File: src/rtl/wb_rr_arbiter.sv
// Round-robin Wishbone B4 arbiter: N masters share one slave port, grant held for the cyc lock.
// A watchdog answers a stalled strobe with a generated err after TIMEOUT_CYCLES.
module wb_rr_arbiter #(
    parameter int N_MASTERS      = 3,
    parameter int TIMEOUT_CYCLES = 255
) (
    input  logic                          clk,
    input  logic                          rst,
    input  logic [N_MASTERS-1:0]          m_cyc,
    input  logic [N_MASTERS-1:0]          m_stb,
    input  logic [N_MASTERS-1:0]          m_we,
    input  logic [32*N_MASTERS-1:0]       m_adr,
    input  logic [32*N_MASTERS-1:0]       m_dat_w,
    input  logic [4*N_MASTERS-1:0]        m_sel,
    output logic [N_MASTERS-1:0]          m_ack,
    output logic [N_MASTERS-1:0]          m_err,
    output logic [31:0]                   m_dat_r,
    output logic                          s_cyc,
    output logic                          s_stb,
    output logic                          s_we,
    output logic [31:0]                   s_adr,
    output logic [31:0]                   s_dat_w,
    output logic [3:0]                    s_sel,
    input  logic                          s_ack,
    input  logic                          s_err,
    input  logic [31:0]                   s_dat_r,
    output logic [$clog2(N_MASTERS)-1:0]  grant,
    output logic                          busy
);

    localparam int GW = $clog2(N_MASTERS);
    localparam int TW = (TIMEOUT_CYCLES > 0) ? $clog2(TIMEOUT_CYCLES + 1) : 1;

    typedef enum logic {ST_IDLE, ST_BUSY} state_t;

    state_t          r_state;
    logic [GW-1:0]   r_grant;
    logic [GW-1:0]   r_last;
    logic [TW-1:0]   r_tmo_cnt;

    logic            w_busy;
    logic            w_any;
    logic [GW-1:0]   w_winner;
    int              w_dist;
    int              w_best;
    logic            w_cyc_g;
    logic            w_stb_g;
    logic            w_we_g;
    logic [31:0]     w_adr_g;
    logic [31:0]     w_dat_g;
    logic [3:0]      w_sel_g;
    logic            w_stall;
    logic            w_tmo_hit;

    assign w_busy  = (r_state == ST_BUSY);
    assign w_any   = |m_cyc;
    assign busy    = w_busy;
    assign grant   = r_grant;
    assign m_dat_r = s_dat_r;

    // Winner is the requester closest after r_last in circular order.
    always_comb begin
        w_winner = r_last;
        w_best   = N_MASTERS;
        w_dist   = 0;
        for (int j = 0; j < N_MASTERS; j++) begin
            if (m_cyc[j]) begin
                w_dist = (j + N_MASTERS - 1 - int'(r_last)) % N_MASTERS;
                if (w_dist < w_best) begin
                    w_best   = w_dist;
                    w_winner = GW'(j);
                end
            end
        end
    end

    always_comb begin
        w_cyc_g = 1'b0;
        w_stb_g = 1'b0;
        w_we_g  = 1'b0;
        w_adr_g = '0;
        w_dat_g = '0;
        w_sel_g = '0;
        for (int j = 0; j < N_MASTERS; j++) begin
            if (r_grant == GW'(j)) begin
                w_cyc_g = m_cyc[j];
                w_stb_g = m_stb[j];
                w_we_g  = m_we[j];
                w_adr_g = m_adr[32*j +: 32];
                w_dat_g = m_dat_w[32*j +: 32];
                w_sel_g = m_sel[4*j +: 4];
            end
        end
    end

    assign s_cyc   = w_busy & w_cyc_g;
    assign s_stb   = s_cyc & w_stb_g;
    assign s_we    = w_busy & w_we_g;
    assign s_adr   = w_busy ? w_adr_g : '0;
    assign s_dat_w = w_busy ? w_dat_g : '0;
    assign s_sel   = w_busy ? w_sel_g : '0;

    // A real ack in the limit cycle suppresses the generated err.
    assign w_stall   = s_stb & ~s_ack & ~s_err;
    assign w_tmo_hit = (TIMEOUT_CYCLES != 0) && w_stall && (r_tmo_cnt == TW'(TIMEOUT_CYCLES));

    always_comb begin
        m_ack = '0;
        m_err = '0;
        if (w_busy) begin
            for (int j = 0; j < N_MASTERS; j++) begin
                if (r_grant == GW'(j)) begin
                    m_ack[j] = s_ack;
                    m_err[j] = s_err | w_tmo_hit;
                end
            end
        end
    end

    always_ff @(posedge clk) begin
        if (!rst) begin
            r_state   <= ST_IDLE;
            r_grant   <= '0;
            r_last    <= GW'(N_MASTERS - 1);
            r_tmo_cnt <= '0;
        end else begin
            case (r_state)
                ST_IDLE: begin
                    r_tmo_cnt <= '0;
                    if (w_any) begin
                        r_state <= ST_BUSY;
                        r_grant <= w_winner;
                        r_last  <= w_winner;
                    end
                end
                ST_BUSY: begin
                    if (!w_cyc_g) begin
                        r_state   <= ST_IDLE;
                        r_tmo_cnt <= '0;
                    end else if (w_stall && !w_tmo_hit && (TIMEOUT_CYCLES != 0)) begin
                        r_tmo_cnt <= r_tmo_cnt + TW'(1);
                    end else begin
                        r_tmo_cnt <= '0;
                    end
                end
                default: r_state <= ST_IDLE;
            endcase
        end
    end

endmodule

File: config.mk
export PLATFORM = sky130hd
export DESIGN_NAME = wb_rr_arbiter
export DESIGN_NICKNAME = d
export VERILOG_FILES = /design/src/rtl/wb_rr_arbiter.sv
export SDC_FILE = /design/constraint.sdc
export NUM_CORES = 1
export LEC_CHECK = 0
export CELL_PAD_IN_SITES_DETAIL_PLACEMENT = 2
export CELL_PAD_IN_SITES_GLOBAL_PLACEMENT = 2
export CORE_MARGIN = 2
export CORE_UTILIZATION = 14
export CTS_CLUSTER_SIZE = 10
export DETAILED_ROUTE_END_ITERATION = 8
export PLACE_DENSITY = 0.82
export SLEW_MARGIN = 15
export SYNTH_ARGS = -nofsm -noshare
export SYNTH_HDL_FRONTEND = slang
export SYNTH_SLANG_ARGS = --single-unit
File: constraint.sdc
create_clock -name clk -period 7.51 [get_ports clk]
set_clock_uncertainty 0.05 [all_clocks]
set_input_delay 0.751 -clock clk [delete_from_list [all_inputs] [get_ports clk]]
set_output_delay 0.751 -clock clk [all_outputs]
set_load 0.02 [all_outputs]
==> results.md <==
* Async SR Flop Fraction at 0%
* Most frequent cells in the layout: clkdlybuf4s50_1 (296), nor2_1 (112), a21oi_1 (88)
* Final Hold Fails at 0
* Finished Cell Area at 8580 um2
* Synth Area in XOR/XNOR at 2.83%
* Wire per inst at 19.7 um
* Skew-Pair Late Insertion Delay at 0.24 ns
* Hold Crit Class: flip-flop to flip-flop
* Synth Area in Adders at 6.20%
* Ant. Diodes at 0
* Placed cells at 1405
* Syn_area_per_cell at 6.60 um2
* Rel. slew slack at 33.3%
* RePlAce Congestion at 0.866
* Drt pass-1 iters at 4
* Post-DP HPWL at 23200 um
* Die H at 186 um
* Yosys Warn Count at 0
* CP peak stage delay at 0.42 ns
* Clock Tree Buf Depth at 2
* Critical path data arrival time at 7.35 ns
* Die area at 34600 um2
* Leakage at 3.10 nW
* Synth unique cells at 78
* Routed vias/inst at 4.46
* Post-Syn Instances at 703
* Final worst-path cycle share at 96.2%
* Post-cts hold buffer count at 0
* Layout Utilization at 26.3%
* Setup Viol. Count Final at 0
* GR Overflow Total at 0
* Status: complete, no violations
* Clk pin slew, worst setup/hold paths at 0.05 ns
* Via count at 6344
* Clk sink count at 12
* Die width at 186 um
* Yosys reg bits at 12
* Antenna violations before repair at 0
* Synth-to-layout area growth at 84.8%
* Slowest CP cell: or3_4
* Largest family of logic cells by synthesized area: simple AND/OR/NAND/NOR gates
* Register area share after synthesis at 5.18%
* PwrDens at 347 nW/um2
* Tot GR Track Use at 14.8%
* Vias in the first global route at 6773
* Max frequency at 138 MHz
* First-pass GRT wire length at 39600 um
* CP required at 7.64 ns
* Commonest non-fill, non-tap cell in the layout: clkdlybuf4s50_1
* Post-synth EDFFs at 0
* # IOs at 361
* Simple-Gate Fraction of Synth Area at 32.1%
* Cell mode on critical path: buf_4
* Initial Util at 14.2%
* H-tree lvl count at 1
* Min Tclk post-route at 7.23 ns
* Compound-cell area share of the yosys netlist at 25.7%
* Placed Area at 8030 um2
* Layout cell share with drive strength beyond 1 at 14.0%
* Finished Layout Cells at 1423
* Max-cap violations at 0
* Final layout net count at 1254
* Syn nets at 975
* Worst VDD drop at 0.180 mV
* CTS tree: yes
* Mux share of post-synthesis cell area at 16.0%
* CP max FO at 9
* Crit path kind: flip-flop to flip-flop
* Initial DRC count at 225
* Final Max Slew Viols at 0
* Synth Cell Area at 4640 um2
* Largest net degree at the start of global routing at 79
* Residual DRC at 0
* Fillers at 3802
* Worst Max-Slew Pin Slew at 1.00 ns
* Main synth FF type: dfxtp_1
* CTS buffer count at 3
* Clk root buf: clkbuf_16
* CP startpoint kind: flip-flop
* Remaining antenna violation count at 0
* Port-buffer cells at 296
* Total wire length at 28100 um
* Crit path capture type: flip-flop
* Core box area at 32600 um2
* Row count at 66
-- sequential cells by signal, indices dropped and copies added, names as in the netlist --
name,count
busy,1
grant,2
r_last,1
r_tmo_cnt,8
-- cell families (layout without fill, tap and decap cells) --
| group | count (synthesis) | count (layout) |
|---|---|---|
| AOI/OAI and AO/OA | 184 | 184 |
| xor gates and xnor gates | 15 | 15 |
| adders and majority gates | 23 | 23 |
| buffers and inverters | 100 | 378 |
| DFF | 12 | 12 |
| muxes | 74 | 74 |
| and+or+nand+nor | 295 | 295 |
-- report_power, final --
part	internal (mW)	total [mW]	switching, mW
Sequential	0.0759	0.109	0.0334
Clock	0.0716	0.101	0.0291
Combinational	1.25	2.76	1.52
Total	1.40	2.97	1.58
-- through the flow --
stage	hold slack (ns)	worst slack, ns	TNS (ns)	power (mW)
floorplan	0.376	0.0601	0	1.63
global placement	0.395	0.0622	0	2.38
detailed placement	0.406	-0.244	-0.561	2.46
CTS	0.416	0.0290	0	2.60
global route	0.458	-0.212	-0.414	3.19
finish	0.408	0.283	0	2.97
-- path summary, 6_finish.rpt --
| kind | startpoint | slack, ns | cells after the start | endpoint |
|---|---|---|---|---|
| setup reg to reg | grant[0] | 0.28 | 35 | grant[0] |
| setup / recovery | grant[0] | 0.28 | 35 | grant[0] |
| hold reg to reg | r_tmo_cnt[0] | 0.41 | 1 | r_tmo_cnt[0] |
| hold / removal | r_tmo_cnt[0] | 0.41 | 1 | r_tmo_cnt[0] |
-- synthesized netlist by cell type (4+ instances only) --
cell type  number  area (um2)
o22ai_1         7        43.8
inv_1          16        60.1
buf_2           9        45.0
o21ai_0        19        95.1
o211ai_1        4        30.0
buf_1           8        30.0
a21o_1          5        37.5
a21oi_1        93         465
mux2i_1        73         731
nor3_1         15        75.1
xor2_1          4        35.0
nand3_1        15        75.1
and2_1          5        31.3
xnor2_1        11        96.3
nor2b_1        75         469
nor2_1        116         435
a31oi_1         5        31.3
nand4_1         5        31.3
buf_4          39         293
ha_1           23         288
nand2_1        30         113
nand2b_1        8        50.1
o21ai_1         4        20.0
o21a_1          4        30.0
clkbuf_1       24        90.1
dfxtp_1        12         240
-- area by class of cell --
cell class / instances / area (um2) / area share, %
Multi-Input combinational cell: 591 / 4200 / 49.0
Inverter: 17 / 65.1 / 0.758
Tap cell: 442 / 553 / 6.45
Sequential cell: 12 / 253 / 2.95
Timing Repair Buffer: 357 / 3430 / 40.0
Clock buffer: 4 / 78.8 / 0.919
-- routing by layer --
| layer | GRT usage (%) | vias up | routed length, um |
|---|---|---|---|
| met5 | 0 | - | 0 |
| met3 | 2.43 | 27 | 1340 |
| met4 | 3.02 | 0 | 561 |
| li1 | - | 3007 | - |
| met1 | 16.6 | 3102 | 10500 |
| met2 | 29.0 | 208 | 15700 |
-- worst max-delay path: cells and delay by family, from the launching register on --
family	cells	cell delay, ns
xor+xnor	1	0.21
flops	1	0.37
compound gates	14	2.82
fa+ha+maj	4	1.07
simple gates	9	1.71
buf+inv	7	0.92
-- timing repair --
item,4_1_cts,5_1_grt
pin swaps,1,28
setup buffers,0,14
endpoints found under the setup margin,3,3
resized for setup,8,65
Note: power is estimated with default switching activity, not from simulation.
